### config.mk
export PLATFORM = sky130hd
export DESIGN_NAME = rk8e_databreak
export DESIGN_NICKNAME = d
export VERILOG_FILES = /design/src/rtl/rk8e_databreak.sv
export SDC_FILE = /design/constraint.sdc
export NUM_CORES = 1
export LEC_CHECK = 0
export CORE_MARGIN = 2
export CORE_UTILIZATION = 46
export DETAILED_ROUTE_END_ITERATION = 7
export PLACE_DENSITY = 0.76
export SLEW_MARGIN = 20
export SYNTH_ARGS = -nofsm -noshare
export SYNTH_HDL_FRONTEND = slang
export SYNTH_SLANG_ARGS = --single-unit
### constraint.sdc
create_clock -name clk -period 2.6 [get_ports clk]
set_input_delay 0.52 -clock clk [delete_from_list [all_inputs] [get_ports clk]]
set_output_delay 0.52 -clock clk [all_outputs]
set_load 0.02 [all_outputs]
### src/rtl/rk8e_databreak.sv
// -----------------------------------------------------------------------------
// rk8e_databreak
//
// Single-cycle data-break sequencer between the RK8E disk controller and
// PDP-8/E main memory. Word-transfer requests from the disk side are queued
// in a 2-entry FIFO. For each queued word the block raises a break request
// to the CPU, and once the break is granted it runs one DB0/DB1 memory
// cycle. Completion (plus read data for reads) goes back to the disk side.
//
// Bit 0 is the MSB on every multi-bit PDP-8 bus.
//
// Parameters
//   MEM_LAT       cycles from the memory strobe until mem_rdata is valid (1..7)
//   DEPTH         request FIFO depth, fixed at 2
//
// Ports
//   clk, reset    system clock, synchronous active-high reset
//   clear         IOCLR/CAF: flushes queued requests, suppresses a pending rsp
//   req_*         disk-side request (valid/ready, write, addr[0:14], data[0:11])
//   rsp_valid     one-cycle completion pulse (reads and writes)
//   rsp_data      read data, held until the next read completes
//   brk_req       data-break request to the CPU
//   brk_grant     CPU grants the break (only looked at while requesting)
//   break_in_prog memory cycle owned by this block (DB0/DB1)
//   mem_*         memory address, write data, write/read strobes, read data
//   count         FIFO occupancy, 0..2
// -----------------------------------------------------------------------------
module rk8e_databreak #(
    parameter int MEM_LAT = 1,
    parameter int DEPTH   = 2
) (
    input  logic        clk,
    input  logic        reset,
    input  logic        clear,
    input  logic        req_valid,
    output logic        req_ready,
    input  logic        req_write,
    input  logic [0:14] req_addr,
    input  logic [0:11] req_data,
    output logic        rsp_valid,
    output logic [0:11] rsp_data,
    output logic        brk_req,
    input  logic        brk_grant,
    output logic        break_in_prog,
    output logic [0:14] mem_addr,
    output logic [0:11] mem_wdata,
    output logic        mem_we,
    output logic        mem_re,
    input  logic [0:11] mem_rdata,
    output logic [1:0]  count
);

    localparam logic [1:0] FULL_COUNT = 2'(DEPTH);
    localparam logic [2:0] LAT_INIT   = 3'(MEM_LAT);

    typedef enum logic [2:0] {
        IDLE,
        WAIT_BRK,
        DB0,
        DB1,
        RESP
    } state_t;

    typedef struct packed {
        logic        write;
        logic [0:14] addr;
        logic [0:11] data;
    } entry_t;

    state_t      state;
    state_t      state_next;

    entry_t      fifo_mem [0:1];
    entry_t      head;
    logic        wr_ptr;
    logic        rd_ptr;

    logic [2:0]  lat_cnt;
    logic        cur_write;   // direction of the cycle in flight; survives a flush
    logic        suppress;    // clear seen during DB0/DB1: no rsp, no pop

    logic        push;
    logic        pop;
    logic        last_db1;
    logic        enter_db0;

    assign head      = fifo_mem[rd_ptr];

    // Ready looks only at the registered count, so a full FIFO refuses a push
    // even in the cycle it pops.
    assign req_ready = (count < FULL_COUNT) && !clear;
    assign push      = req_valid && req_ready;
    assign last_db1  = (state == DB1) && (lat_cnt == 3'd1);

    // A flush earlier in this memory cycle already emptied the FIFO, so the
    // completing cycle must not pop whatever was pushed after the flush.
    assign pop       = last_db1 && !suppress && !clear;
    assign enter_db0 = (state == WAIT_BRK) && (state_next == DB0);

    // ------------------------------------------------------------------------
    // FSM state register
    // ------------------------------------------------------------------------
    always_ff @(posedge clk) begin
        // NOTE: sequential state uses non-blocking assignments so every
        // register samples pre-edge values, independent of block ordering.
        if (reset) begin
            state <= IDLE;
        end else begin
            state <= state_next;
        end
    end

    // ------------------------------------------------------------------------
    // FSM next state and state-decoded outputs
    // ------------------------------------------------------------------------
    always_comb begin
        // NOTE: every output gets a default first; a path that left one
        // unassigned would infer a latch.
        state_next    = state;
        brk_req       = 1'b0;
        break_in_prog = 1'b0;
        rsp_valid     = 1'b0;

        unique case (state)
            IDLE: begin
                if (count != 2'd0 && !clear) begin
                    state_next = WAIT_BRK;
                end
            end
            WAIT_BRK: begin
                brk_req = 1'b1;
                // A flush empties the FIFO, so it wins over a grant.
                if (clear) begin
                    state_next = IDLE;
                end else if (brk_grant) begin
                    state_next = DB0;
                end
            end
            DB0: begin
                break_in_prog = 1'b1;
                state_next    = DB1;
            end
            DB1: begin
                break_in_prog = 1'b1;
                if (last_db1) begin
                    state_next = RESP;
                end
            end
            RESP: begin
                rsp_valid  = !suppress;
                state_next = IDLE;
            end
            default: begin
                state_next = IDLE;
            end
        endcase
    end

    // ------------------------------------------------------------------------
    // FIFO pointers and occupancy
    // ------------------------------------------------------------------------
    always_ff @(posedge clk) begin
        if (reset || clear) begin
            wr_ptr <= 1'b0;
            rd_ptr <= 1'b0;
            count  <= 2'd0;
        end else begin
            if (push) begin
                wr_ptr <= ~wr_ptr;
            end
            if (pop) begin
                rd_ptr <= ~rd_ptr;
            end
            unique case ({push, pop})
                2'b10:   count <= count + 2'd1;
                2'b01:   count <= count - 2'd1;
                default: count <= count;
            endcase
        end
    end

    // FIFO storage
    always_ff @(posedge clk) begin
        // NOTE: the storage array is deliberately not reset; count and the
        // pointers decide which entries are meaningful.
        if (push) begin
            fifo_mem[wr_ptr] <= '{write: req_write, addr: req_addr, data: req_data};
        end
    end

    // ------------------------------------------------------------------------
    // Memory-side datapath, latency counter, response data
    // ------------------------------------------------------------------------
    always_ff @(posedge clk) begin
        if (reset) begin
            mem_addr  <= '0;
            mem_wdata <= '0;
            mem_we    <= 1'b0;
            mem_re    <= 1'b0;
            rsp_data  <= '0;
            lat_cnt   <= 3'd0;
            cur_write <= 1'b0;
            suppress  <= 1'b0;
        end else begin
            // Strobes are high for exactly the DB0 cycle.
            mem_we <= enter_db0 && head.write;
            mem_re <= enter_db0 && !head.write;

            // Address and data are captured at DB0 entry and held through DB1.
            if (enter_db0) begin
                mem_addr  <= head.addr;
                mem_wdata <= head.data;
                cur_write <= head.write;
            end

            if (state == DB0) begin
                lat_cnt <= LAT_INIT;
            end else if (state == DB1) begin
                lat_cnt <= lat_cnt - 3'd1;
            end

            if (last_db1 && !cur_write) begin
                rsp_data <= mem_rdata;
            end

            if (state == RESP) begin
                suppress <= 1'b0;
            end else if (clear && (state == DB0 || state == DB1)) begin
                suppress <= 1'b1;
            end
        end
    end

endmodule

==> results summary <==
The run finished with clean final reports. The startpoint identified for the worst hold timing path is lat_cnt[1]. The clock tree from TritonCTS is done. The remaining global-route overflow came out at 0. The summed instance area of the synthesized netlist came out at 4370 um^2. The largest single stage delay on the critical path is 0.65 ns.

Data on the critical path arrives at its endpoint at 1.81 ns. The critical path's top delay family is buffers and inverters. The Yosys step of the flow raised 0 warnings. The total placed instance area is 5350 um^2.

The later-pin clock latency in the skew report came out at 0.36 ns. The detailed placer's ending HPWL is 5.55 mm. The number of failing hold endpoints at the final stage came out at 0. The count of cell types in the netlist came out at 41. The number of global-route vias before repair is 2,848. The number of vias after detailed routing is 2,705. The final sum of negative setup slack came out at 0 ns. Global routing consumed, over all layers together, 17.2% of the routing resources. The first global-routing pass estimated 13.6 mm of wire.

The worst register-to-register path begins at lat_cnt[0]. The switching portion of total power came out at 22.5%. The sink of the worst hold path is lat_cnt[1]. The switching component of the power came out at 707 uW.

From bottom edge to top edge, the die measures 101 um. The normalized max-slew margin is 48.6%. In this run the register-to-register setup slack is 0.58 ns. Walking the worst path, the cells encountered are nand2b_1, nor3_1, clkdlybuf4s50_1. The post-synthesis cell count is 310. The combinational family with the most area after synthesis is compound AO/OA/AOI/OAI gates. Cell internal power was estimated by the tool at 2430 uW. The fmax is 430 MHz. Among all stages on the critical path, the largest delay is contributed by clkdlybuf4s50_1.

Max-cap violations in this run came to 0. The floorplan die area is 10,300 um^2. Setup violations remaining at the end of the flow were counted as 0. In the post-synthesis netlist, the biggest area contributors are edfxtp_1, dfxtp_1, mux2i_1, a211oi_2, nand2b_1. The final antenna diode count is 0. The sequential group share of total power is 59.6%. The total clock sinks came out at 110. The utilization of the core after routing came out at 60.2%.

The post-synthesis share of cell area spent on xor and xnor gates is 0.601%. The TritonCTS buffer count came out at 9. Entering global routing, the biggest net connects 47 pins. The number of setup buffers added after CTS is 0. The starting density of the core came out at 47.3%. Combinational logic burns 6.4% of the power. In this run, post-CTS hold repair placed 0 buffers. The proportion of synthesized area in mux cells came out at 9.39%.

The area of all placed cells without fillers is 5570 um^2. The maximum level of the CTS H-tree came out at 3. The detailed router's first-iteration violation count is 59. Sequential cells were found to cover 63.2% of the synthesized design area. The worst setup path is of the flop to output port kind.

The most frequent cell after synthesis is edfxtp_1. The area growth from synthesis to layout is 27.3%. The placeable core region is 9240 um^2. The cell depth of the worst min-delay path came out at 2. The overall routed net length is 8.44 mm. Hold timing on the final database bottoms out at a slack of 0.463 ns. The buffers plus inverters on the worst setup path is 1. The capturing element type of the critical path is an output port. The most critical setup path has its startpoint at state[0]. The final layout contains 446 nets. The post-synthesis compound-gate area fraction came out at 12.7%. The worst-path maximum fanout came out at 9. The post-route DRC violation count is 0.

The total nets after synthesis is 358. The slew at the pin with the worst max-slew slack came out at 0.768 ns. The largest voltage drop on the vdd net came out at 0.000373 V. The average via count per standard cell is 5.08. The data required time of the worst path came out at 2.08 ns.

Clock tree synthesis selected as its root buffer the cell clkbuf_8. The worst setup path is launched from a flop. 92 I/O pins were placed. The number of flops mapped to enable cells by yosys came out at 56.

Setup repair after global routing left no endpoint under its margin. The simple-gate area share of the yosys netlist came out at 9.04%. The worst register-to-register path ends at count[1]. The number of buffers inserted by port buffering is 91.

The smallest clock period supported by the final layout is computed as 2.33 ns. The prevailing post-synth register cell is edfxtp_1. The tightest min-delay check is of the flop to flop type. Of the cells placed in the final design, the portion with a size suffix greater than 1 is 16.6%.

In this run the deepest clock path goes through 2 buffers. The count of cells resized by post-cts repair is 0. The clock slew seen by the registers of the worst setup and hold paths came out at 0.09 ns. The async set or reset register ratio after synthesis came out at 0%. The worst clock skew on the final layout came out at 0.0142 ns.

The number of placement rows is 35. For the worst flop-to-flop path, the logic depth is 7. The share of the clock period used by the worst path is 89.5%. The register bit total from synthesis came out at 110. The mean cell area of the mapped netlist is 14.1 um^2.

The clock share of power is 34.0%. The power per standard cell area is 564 nW/um^2. The static power due to leakage is 0.00171 uW.

Ranked by instance count, the synthesized netlist is headed by edfxtp_1, dfxtp_1, mux2i_1. The biggest area contributor in the post-synthesis netlist is edfxtp_1. The total design power is 3140 uW. The overall die width came out at 101 um. The detail-routed net length per standard cell came out at 15.9 um. For this run, the detailed router's first-pass iteration total came to 4. The weighted congestion reported at the end of routability-driven placement is 0.750. The fraction of synthesized cell area taken by the top area cell type came out at 38.5%. The number of nets with antenna violations after routing came out at 0. The number of antenna violations at the first check in global routing was 0. The number of slew-limit violations in the final report is 0. Summing the areas of all fa, ha and maj instances in the mapped netlist gives 0.859% of the synthesized area.
==> worst max path at each step <==
stage                      to  cells after the start
3_3_place_gp        req_ready                      3
6_report            rsp_valid                      3
5_1_grt             rsp_valid                      3
3_5_place_dp        req_ready                      3
4_1_cts             rsp_valid                      3
2_1_floorplan  fifo_mem[0][0]                      4
==> metrics by stage <==
stage | instances | setup WS [ns]
final | 532 | 0.273
after global routing | 532 | 0.202
after CTS | 532 | 0.252
after detailed placement | 516 | 0.335
after global placement | 516 | 0.364
after floorplan | 310 | 0.267
==> placed cells by master, fill, tap and decap left out, types with 2 or more instances in the layout <==
master,netlist,routed
edfxtp_1,56,56
clkinvlp_4,0,2
clkdlybuf4s50_1,0,90
nand2b_1,26,26
nor3_4,2,2
nand2_1,5,5
inv_1,2,2
nor2b_1,3,3
a21oi_2,9,9
o31ai_1,2,2
mux2i_1,41,41
or3_1,2,2
buf_4,2,7
dfxtp_1,54,53
clkbuf_8,0,9
a211oi_2,20,20
nor3_1,5,5
a211oi_1,8,8
o21ai_0,3,3
xnor2_1,2,2
ha_1,3,3
and2_4,2,2
a21oi_1,23,23
inv_8,0,2
nor2_1,5,4
==> power groups by stage <==
stage | registers [uW] | clock network [uW] | logic (uW)
3_5_place_dp | 1910 | 0 | 202
4_1_cts | 1870 | 1100 | 203
2_1_floorplan | 1910 | 0 | 92.6
5_1_grt | 1870 | 1160 | 218
3_3_place_gp | 1910 | 0 | 199
6_report | 1870 | 1070 | 201
==> flip-flops by register name, indices dropped and copies added, names as in the netlist, named ones only <==
signal and cells:
cur_write 1, mem_we 1, fifo_mem 56, rsp_data 12
mem_addr 15, suppress 1, lat_cnt 3, mem_wdata 12
mem_re 1, state 3, wr_ptr 1, rd_ptr 1
count 2
==> cell families (layout without fill, tap and decap cells) <==
| family | Yosys count | in the layout |
|---|---|---|
| adders and majority gates | 3 | 3 |
| AOI/OAI and AO/OA | 68 | 68 |
| buffers and inverters | 25 | 118 |
| and+or+nand+nor | 60 | 60 |
| DFF | 110 | 110 |
| muxes | 41 | 41 |
| xor gates and xnor gates | 3 | 3 |
==> layout make-up <==
type,instances,area [um^2]
tap,129,161
inverter,3,11.3
fill,715,3670
multi-input combinational,175,1430
clock buffer,9,124
clock inverter,7,92.6
timing repair buffer,99,978
sequential,110,2760
==> worst reg2reg max path, stage by stage (launching register included) <==
cell	delay [ns]
dfxtp_1	0.40
ha_1	0.19
nand3b_2	0.14
nand2b_1	0.24
nor3_1	0.18
ha_1	0.29
or3_1	0.36
a21boi_0	0.15
==> routing by layer <==
metal	vias up	global-route usage (%)	wire length [um]
li1	1315	-	-
met1	1317	20.5	3580
met2	65	31.5	4390
met3	8	3.86	390
met4	0	4.26	82
met5	-	0	0
Power figures use the tool's default switching activity.
